[config.mk]
export PLATFORM = sky130hd
export DESIGN_NAME = if_fetch_stage_flat
export DESIGN_NICKNAME = d
export VERILOG_FILES = /design/src/rtl/if_fetch_stage_if.sv /design/src/rtl/if_fetch_stage.sv /design/src/flat_wrapper.sv
export SDC_FILE = /design/constraint.sdc
export NUM_CORES = 1
export LEC_CHECK = 0
export BUFFER_PORTS_ARGS = -buffer_cell sky130_fd_sc_hd__buf_2
export CAP_MARGIN = 20
export CORE_UTILIZATION = 50
export DETAILED_ROUTE_END_ITERATION = 10
export PLACE_DENSITY = 0.79
export REMOVE_ABC_BUFFERS = 1
export SLEW_MARGIN = 25
export SYNTH_ARGS = -nofsm -noshare
export SYNTH_HDL_FRONTEND = slang
export SYNTH_SLANG_ARGS = --single-unit
export TNS_END_PERCENT = 30
[constraint.sdc]
create_clock -name clk -period 4.35 [get_ports clk]
set_input_delay 0.2175 -clock clk [delete_from_list [all_inputs] [get_ports clk]]
set_output_delay 0.2175 -clock clk [all_outputs]
set_load 0.1 [all_outputs]
[src/rtl/if_fetch_stage_if.sv]
// if_fetch_stage_if
//   Bundles the fetch stage's control inputs, the instruction-memory port and
//   the IF/ID pipeline-register outputs.
//   master : the fetch stage itself
//   slave  : hazard/control unit, instruction memory and decode stage
//   Signals:
//     stall, npc_sel[1:0], branch_taken, jr_target[31:0]  control from D/hazard
//     im_addr[31:0], im_instr[31:0]                       instruction-memory port
//     f_pc[31:0]                                          current fetch PC
//     d_instr, d_pc, d_pc8 [31:0], d_valid, fetch_exc     IF/ID register
interface if_fetch_stage_if;
    logic        stall;
    logic [1:0]  npc_sel;
    logic        branch_taken;
    logic [31:0] jr_target;
    logic [31:0] im_addr;
    logic [31:0] im_instr;
    logic [31:0] f_pc;
    logic [31:0] d_instr;
    logic [31:0] d_pc;
    logic [31:0] d_pc8;
    logic        d_valid;
    logic        fetch_exc;

    modport master (
        input  stall, npc_sel, branch_taken, jr_target, im_instr,
        output im_addr, f_pc, d_instr, d_pc, d_pc8, d_valid, fetch_exc
    );

    modport slave (
        output stall, npc_sel, branch_taken, jr_target, im_instr,
        input  im_addr, f_pc, d_instr, d_pc, d_pc8, d_valid, fetch_exc
    );
endinterface

[src/rtl/if_fetch_stage.sv]
// if_fetch_stage
//   Instruction-fetch stage of a 5-stage MIPS pipeline. Holds the PC, drives
//   the word index into a combinational instruction memory and latches the
//   fetched word into the IF/ID register. Redirects (branch / j / jr) come
//   from D and use the architectural delay slot: nothing is squashed.
//   Ports:
//     clk    pipeline clock, rising edge
//     reset  asynchronous, active-high
//     bus    if_fetch_stage_if.master (control in, IM port, IF/ID outputs)
//   Optional feature:
//     FETCH_ADDR_CHECK_EN  when defined, a misaligned or out-of-text-segment
//                          fetch PC raises fetch_exc in IF/ID and replaces the
//                          instruction with a nop.
module if_fetch_stage #(
    parameter logic [31:0] PC_RESET      = 32'h0000_3000,
    parameter int          IM_DEPTH_LOG2 = 10
) (
    input  logic                    clk,
    input  logic                    reset,
    if_fetch_stage_if.master        bus
);

    logic [31:0]              pc_r;
    logic [31:0]              d_instr_r;
    logic [31:0]              d_pc_r;
    logic [31:0]              d_pc8_r;
    logic                     d_valid_r;

    logic [31:0]              next_pc_s;
    logic [31:0]              seq_pc_s;
    logic [31:0]              d_pc4_s;
    logic [31:0]              br_off_s;
    logic [31:0]              fetch_instr_s;
    logic [IM_DEPTH_LOG2-1:0] word_idx_s;

    // PC_RESET is word aligned, so (pc - base) >> 2 equals the difference of
    // the word-address fields; only the low IM_DEPTH_LOG2 bits are kept.
    assign word_idx_s  = pc_r[IM_DEPTH_LOG2+1:2] - PC_RESET[IM_DEPTH_LOG2+1:2];
    assign bus.im_addr = {{(32-IM_DEPTH_LOG2){1'b0}}, word_idx_s};
    assign bus.f_pc    = pc_r;

    assign seq_pc_s = pc_r + 32'd4;
    assign d_pc4_s  = d_pc_r + 32'd4;
    assign br_off_s = {{14{d_instr_r[15]}}, d_instr_r[15:0], 2'b00};

    // Next-PC select; redirects only act when D holds a real instruction.
    always_comb begin
        next_pc_s = seq_pc_s;
        if (d_valid_r) begin
            case (bus.npc_sel)
                2'b01: begin
                    if (bus.branch_taken) begin
                        next_pc_s = d_pc4_s + br_off_s;
                    end else begin
                        next_pc_s = seq_pc_s;
                    end
                end
                2'b10:   next_pc_s = {d_pc4_s[31:28], d_instr_r[25:0], 2'b00};
                2'b11:   next_pc_s = bus.jr_target;
                default: next_pc_s = seq_pc_s;
            endcase
        end else begin
            next_pc_s = seq_pc_s;
        end
    end

`ifdef FETCH_ADDR_CHECK_EN
    localparam logic [32:0] PC_LAST = {1'b0, PC_RESET}
                                    + (33'd1 << (IM_DEPTH_LOG2 + 2)) - 33'd4;

    logic fetch_fault_s;
    logic fetch_exc_r;

    // Misaligned or outside [PC_RESET, last text word]; 33-bit compare so a
    // segment ending at the top of memory cannot wrap.
    function automatic logic addr_fault(input logic [31:0] addr);
        return (addr[1:0] != 2'b00)
            || ({1'b0, addr} < {1'b0, PC_RESET})
            || ({1'b0, addr} > PC_LAST);
    endfunction

    assign fetch_fault_s = addr_fault(pc_r);
    assign fetch_instr_s = fetch_fault_s ? 32'h0000_0000 : bus.im_instr;
    assign bus.fetch_exc = fetch_exc_r;

    // Fault flag travels with the instruction through IF/ID.
    always_ff @(posedge clk or posedge reset) begin
        if (reset) begin
            fetch_exc_r <= 1'b0;
        end else if (!bus.stall) begin
            fetch_exc_r <= fetch_fault_s;
        end else begin
            fetch_exc_r <= fetch_exc_r;
        end
    end
`else
    assign fetch_instr_s = bus.im_instr;
    assign bus.fetch_exc = 1'b0;
`endif

    // PC and IF/ID register; a stall freezes both so a pending redirect is
    // taken on the first unstalled edge.
    always_ff @(posedge clk or posedge reset) begin
        if (reset) begin
            pc_r      <= PC_RESET;
            d_instr_r <= 32'h0000_0000;
            d_pc_r    <= 32'h0000_0000;
            d_pc8_r   <= 32'h0000_0000;
            d_valid_r <= 1'b0;
        end else if (!bus.stall) begin
            pc_r      <= next_pc_s;
            d_instr_r <= fetch_instr_s;
            d_pc_r    <= pc_r;
            d_pc8_r   <= pc_r + 32'd8;
            d_valid_r <= 1'b1;
        end else begin
            pc_r      <= pc_r;
            d_instr_r <= d_instr_r;
            d_pc_r    <= d_pc_r;
            d_pc8_r   <= d_pc8_r;
            d_valid_r <= d_valid_r;
        end
    end

    assign bus.d_instr = d_instr_r;
    assign bus.d_pc    = d_pc_r;
    assign bus.d_pc8   = d_pc8_r;
    assign bus.d_valid = d_valid_r;

endmodule

[src/flat_wrapper.sv]
// flat-port wrapper written by rule: the top's interface ports become plain ports
module if_fetch_stage_flat 
#(
    parameter logic [31:0] PC_RESET      = 32'h0000_3000,
    parameter int          IM_DEPTH_LOG2 = 10
)
  (clk, reset, bus_stall, bus_npc_sel, bus_branch_taken, bus_jr_target, bus_im_instr, bus_im_addr, bus_f_pc, bus_d_instr, bus_d_pc, bus_d_pc8, bus_d_valid, bus_fetch_exc);
  if_fetch_stage_if bus_i ();
  input  logic clk;
  input  logic reset;
  input wire logic [$bits(bus_i.stall)-1:0] bus_stall;
  input wire logic [$bits(bus_i.npc_sel)-1:0] bus_npc_sel;
  input wire logic [$bits(bus_i.branch_taken)-1:0] bus_branch_taken;
  input wire logic [$bits(bus_i.jr_target)-1:0] bus_jr_target;
  input wire logic [$bits(bus_i.im_instr)-1:0] bus_im_instr;
  output wire logic [$bits(bus_i.im_addr)-1:0] bus_im_addr;
  output wire logic [$bits(bus_i.f_pc)-1:0] bus_f_pc;
  output wire logic [$bits(bus_i.d_instr)-1:0] bus_d_instr;
  output wire logic [$bits(bus_i.d_pc)-1:0] bus_d_pc;
  output wire logic [$bits(bus_i.d_pc8)-1:0] bus_d_pc8;
  output wire logic [$bits(bus_i.d_valid)-1:0] bus_d_valid;
  output wire logic [$bits(bus_i.fetch_exc)-1:0] bus_fetch_exc;
  assign bus_i.stall = bus_stall;
  assign bus_i.npc_sel = bus_npc_sel;
  assign bus_i.branch_taken = bus_branch_taken;
  assign bus_i.jr_target = bus_jr_target;
  assign bus_i.im_instr = bus_im_instr;
  assign bus_im_addr = bus_i.im_addr;
  assign bus_f_pc = bus_i.f_pc;
  assign bus_d_instr = bus_i.d_instr;
  assign bus_d_pc = bus_i.d_pc;
  assign bus_d_pc8 = bus_i.d_pc8;
  assign bus_d_valid = bus_i.d_valid;
  assign bus_fetch_exc = bus_i.fetch_exc;
  if_fetch_stage #(.PC_RESET(PC_RESET), .IM_DEPTH_LOG2(IM_DEPTH_LOG2)) u_core (.clk(clk), .reset(reset), .bus(bus_i));
endmodule
# --- Yosys cells after proc, flatten, opt, wreduce, memory -nomap -nowiden ---
# Index checks and enable logic that the tools add are counted.
op_classes:
  add_sub_neg: 4
  n_mux: 3
  n_eq_ne: 3
ops:
  columns: ["operator", "n"]
  rows:
  - ["$pmux 32 s3", 1]
  - ["$add 32x3->32 const B", 2]
  - ["$mux 32", 2]
  - ["$add 32x32->32", 1]
  - ["$add 32x4->32 const B", 1]
  - ["$eq 2x2->1 const B", 2]
  - ["$eq 2x1->1 const B", 1]
word_totals:
  in_bits: 70
  wordCells: 15
  ff_bits: 129
  out_inout_bits: 162

# --- Depth between registers and ports, before layout ---
depth:
  ltp_word: 5
  mapped_depth: 16
  depth_no_buf: 15

# --- Worst setup path after synthesis ---
# OpenSTA, ideal clock, no wires.
synth_timing:
  path_type: "register to register"
  startpoint: "register u_core.d_pc_r[5] (netlist: u_core.bus.d_pc[5])"
  endpoint: "register u_core.pc_r[25] (netlist: u_core.bus.f_pc[25])"
  period_less_slack_ps: 4287
  path_buffers: 1
  setup_time_ps: 110
  t_required_ps: 4240
  arrival_ps: 4177
  setup_slack_ps: 63
  path_stages_with_launch: 16
  cell_sequence: "dfrtp_1 -> and3_1 -> clkbuf_1 -> nand3_1 -> nor3_1 -> nand3_1 -> xnor2_1 -> ha_1 -> and2_1 -> a221o_1 -> a31o_1 -> a31oi_1 -> nor2b_1 -> o21a_1 -> o21a_1 -> o41ai_1"
synth_via:
  elab_chain_len: 5
synth_lines:
  columns: ["item", "line", "source"]
  rows:
  - ["from (decl)", "if_fetch_stage.sv:25", "logic [31:0] d_pc_r;"]
  - ["from (signal assigned)", "if_fetch_stage.sv:113", "d_pc_r <= pc_r;"]
  - ["from (signal assigned)", "if_fetch_stage.sv:119", "d_pc_r <= d_pc_r;"]
  - ["$add 32x3->32", "if_fetch_stage.sv:43", "assign d_pc4_s = d_pc_r + 32'd4;"]
  - ["$add 32x32->32", "if_fetch_stage.sv:53", "next_pc_s = d_pc4_s + br_off_s;"]
  - ["$mux 32", "if_fetch_stage.sv:52", "if (bus.branch_taken) begin"]
  - ["$pmux 32 s3", "if_fetch_stage.sv:50", "case (bus.npc_sel)"]
  - ["$mux 32", "if_fetch_stage.sv:49", "if (d_valid_r) begin"]
  - ["to (signal assigned)", "if_fetch_stage.sv:111", "pc_r <= next_pc_s;"]
  - ["to (signal assigned)", "if_fetch_stage.sv:117", "pc_r <= pc_r;"]
  - ["to (decl)", "if_fetch_stage.sv:23", "logic [31:0] pc_r;"]
# No other way between the ends.
# A chain may end at the register's enable or synchronous reset.

# --- Final worst setup path ---
# Same ends and word-level chain as after synthesis.

==> results_dict.tcl <==
set metrics [dict create \
    detail-route-antenna-nets 0 \
    synth_top_cell_by_area "sky130_fd_sc_hd__dfrtp_1" \
    root_buffer "sky130_fd_sc_hd__clkbuf_16" \
    critical_path.endpoint_type "register" \
    number_of_clock_sinks 126 \
    timing.critical_path.slowest_stage_cell "sky130_fd_sc_hd__dfrtp_1" \
    routed.top_layer "met4" \
    yosys.area_share.adder_pct 5.38 \
    synth_area_per_cell_sq_um 8.83 \
    cp_data_required_time_ns 4.66 \
    worstPathArrival_ns 4.12 \
    netlist_top_cells_area "sky130_fd_sc_hd__dfrtp_1 35%, sky130_fd_sc_hd__mux2_2 9.3%, sky130_fd_sc_hd__nand2_1 5.7%" \
    met3_length_microns 2580 \
    place.gp.congestion 0.954 \
    detailroute.wirelength.met2_microns 12400 \
    area_inside_the_core_boundary_sq_um 17400 \
    num-fill-cells 1544 \
    net-switching-power_mw 3.74 \
    layout.area.seq_sq_um 3160 \
    share_comb_of_total_power_pct 52.5 \
    timing.critical_path.cells "and3_1 -> nand3_1 -> nor3_1 -> buf_4 -> nand3_1 -> xnor2_1 -> ha_1 -> and2_1 -> a221o_1 -> a31o_1 -> a31oi_1 -> nor2b_1 -> o21a_1 -> o21a_1 -> o41ai_1" \
    die-width_microns 136 \
    syn_area_sq_um 8980 \
    avgRoutedWirePerCell_microns 19.6 \
    clk_transition_reported_paths_ns 0.06 \
    port_buffers 208 \
    cell_internal_pwr_mw 3.20 \
    cts_tree "yes" \
    crit_buf_inv 1 \
    slew_headroom_pct 35.9 \
    fin_crit_ns 3.81 \
    clk_latency_ns 0.43 \
    synth-main-ff-cell "sky130_fd_sc_hd__dfrtp_1" \
    cp_slowest_stage_delay_ns 0.44 \
    detailroute.via_count 8399 \
    yosysWarningCount 0 \
    share_clk_of_total_power_pct 22.4 \
    htreeDepth 4 \
    grt_pass1_vias 7877 \
    grt_max_degree 116 \
    cts_buffers 17 \
    critPathLaunchType "register" \
    run_status "complete, but fails checks" \
    criticalPathCategory "register to register" \
    wl_met1_microns 11700 \
    synthesis.instances 1017 \
    sequentialPowerShare_pct 25.2 \
    synth-xor-area-share_pct 8.00 \
    period_share_pct 87.5 \
    grt_overflow_total 0 \
    post_synth_mux_area_share_pct 10.6 \
    finalCoreUtilization_pct 61.0 \
    synth_top_family_by_area "simple AND/OR/NAND/NOR gates" \
    holdCritPathClass "input pin to asynchronous set/reset pin" \
    synth_area_in_simple_gates_pct 17.4 \
    worst_slew_pin_slew_ns 0.962 \
    post_synth_edffs 0 \
    hpwl_microns 19900 \
    drtIter0Drc 885 \
    num_io_pins 232 \
    synth_async_sr_flop_share_pct 100 \
    fp-row-count 48 \
    power.leakage_nw 4.81 \
    switching_share_pct 53.9 \
    share_of_the_synthesized_area_in_compound_gates_ao_oa_aoi_oai_pct 17.1 \
    via_per_inst 5.91 \
    cts-resized-gates 0 \
    rsz0062_at_grt "false" \
    detailed_router_iteration_count_before_antenna_repair 8 \
    initial_utilization_pct 51.6 \
    yosys.cell_count.top_type "sky130_fd_sc_hd__nand2_1" \
    design.die.area_sq_um 18500 \
    critical_path.max_fanout 6 \
    ys_types 68 \
    grt_pass1_wl_microns 43300 \
    cts.hold.buffers_added 0 \
    die_y_microns 136 \
    timing_max_transition_violations_final 0 \
    number_of_nets_in_the_finished_design 1292 \
    finalHoldViolations 19 \
    synthTopCellsByCount "137 x sky130_fd_sc_hd__nand2_1, 124 x sky130_fd_sc_hd__dfrtp_1, 74 x sky130_fd_sc_hd__mux2_2" \
    synth_top_area_share_pct 34.5 \
    synth_sequential_area_ratio_pct 35.1 \
    finClkSkew_ns 0.00774 \
    initial_antenna_violation_count 0 \
    post-cts-setup-buffer-count 0 \
    powerDensity_nw_per_um2 653 \
    vdd.ir_drop.worst_v 0.000416 \
    critical_path.top_delay_family "compound AO/OA/AOI/OAI gates" \
    achievable-frequency_mhz 263 \
    route.detailed.drc 0 \
    timing.max_cap.violations 0 \
    multiInputGateArea_sq_um 5340 \
    drive_above_1_share_pct 28.2 \
    failing_checks "hold timing" \
    cts_buffer_depth 2 \
    groute.usage.overall_pct 31.0 \
    final-setup-viol-count 0 \
    area_delta_synth_final_pct 18.3 \
    detailed_route_wl_microns 27900 \
    ys_ff_latch 126 \
    insertedDiodeCount 0 \
    whs_ns -0.0184 \
]
[stage by stage]
stage	instances	power [mW]	setup slack, ns	setup TNS [ns]	area, sq um
final	1422	6.94	0.545	0	10600
after global routing	1422	7.21	0.295	0	10600
after CTS	1422	6.92	0.586	0	10600
after detailed placement	1390	5.34	0.683	0	9990
after global placement	1390	5.30	0.786	0	9990
after floorplan	944	4.58	-0.470	-2.12	8560
[placed cells by master, fill, tap and decap left out, types with 14 or more instances in the layout]
master,n
sky130_fd_sc_hd__a21oi_1,57
sky130_fd_sc_hd__buf_2,207
sky130_fd_sc_hd__clkbuf_16,17
sky130_fd_sc_hd__conb_1,23
sky130_fd_sc_hd__dfrtp_1,124
sky130_fd_sc_hd__ha_1,37
sky130_fd_sc_hd__inv_1,17
sky130_fd_sc_hd__mux2_2,74
sky130_fd_sc_hd__nand2_1,137
sky130_fd_sc_hd__nand3_1,35
sky130_fd_sc_hd__nand4_1,20
sky130_fd_sc_hd__nor2_1,58
sky130_fd_sc_hd__nor3_1,14
sky130_fd_sc_hd__o21ai_0,53
sky130_fd_sc_hd__o21ai_1,29
sky130_fd_sc_hd__xnor2_1,56
sky130_fd_sc_hd__xor2_1,26
[worst register-to-register path: stages, from the launching register on]
cell and delay [ns]:
sky130_fd_sc_hd__dfrtp_1 0.44, sky130_fd_sc_hd__and3_1 0.30, sky130_fd_sc_hd__nand3_1 0.17, sky130_fd_sc_hd__nor3_1 0.17
sky130_fd_sc_hd__buf_4 0.17, sky130_fd_sc_hd__nand3_1 0.10, sky130_fd_sc_hd__xnor2_1 0.16, sky130_fd_sc_hd__ha_1 0.35
sky130_fd_sc_hd__and2_1 0.23, sky130_fd_sc_hd__a221o_1 0.33, sky130_fd_sc_hd__a31o_1 0.24, sky130_fd_sc_hd__a31oi_1 0.28
sky130_fd_sc_hd__nor2b_1 0.09, sky130_fd_sc_hd__o21a_1 0.19, sky130_fd_sc_hd__o21a_1 0.16, sky130_fd_sc_hd__o41ai_1 0.32
[metal layers]
layer	vias up	global-route usage, %
li1	3892	-
met1	3909	42.8
met2	506	46.7
met3	92	6.19
met4	0	13.6
met5	-	0
[final cells by class]
cell class | instances | share of cell area (%)
clock buffer | 23 | 4.50
clock inverter | 9 | 1.48
tap | 225 | 2.65
timing repair buffer | 221 | 10.8
sequential | 126 | 29.7
multi-input combinational | 800 | 50.2
inverter | 18 | 0.683
[sequential cells by signal, summed over array words and instances (netlist names)]
name / flops
u_core.bus.d_instr: 32
u_core.bus.d_pc8: 32
u_core.bus.f_pc: 32
u_core.bus.d_pc: 29
u_core.bus.d_valid: 1
[cell families after synthesis]
group,Yosys count
xor+xnor,82
compound gates,241
mux,86
flops,126
simple gates,330
buf+inv,113
other cells,1
fa+ha+maj,38
[power groups by stage]
stage               combinational, mW  sequential [mW]  clock, mW
floorplan                        1.17             3.41          0
global placement                 3.56             1.74          0
detailed placement               3.59             1.75          0
CTS                              3.62             1.73       1.57
global route                     3.81             1.78       1.62
finish                           3.64             1.75       1.55
[final timing paths]
check                      slack (ns)                 from  cells past startpoint                endpoint
max                              0.54   u_core.bus.d_pc[5]                     15     u_core.bus.f_pc[25]
min in group clk                 0.01     bus_im_instr[18]                      2  u_core.bus.d_instr[18]
max in group asynchronous        3.43                reset                      3  u_core.bus.d_instr[29]
min                             -0.02                reset                      2    u_core.bus.d_pc8[13]
min reg2reg                      0.47  u_core.bus.d_pc8[5]                      2     u_core.bus.d_pc8[5]
max reg2reg                      0.54   u_core.bus.d_pc[5]                     15     u_core.bus.f_pc[25]
Power figures use the tool's default switching activity.
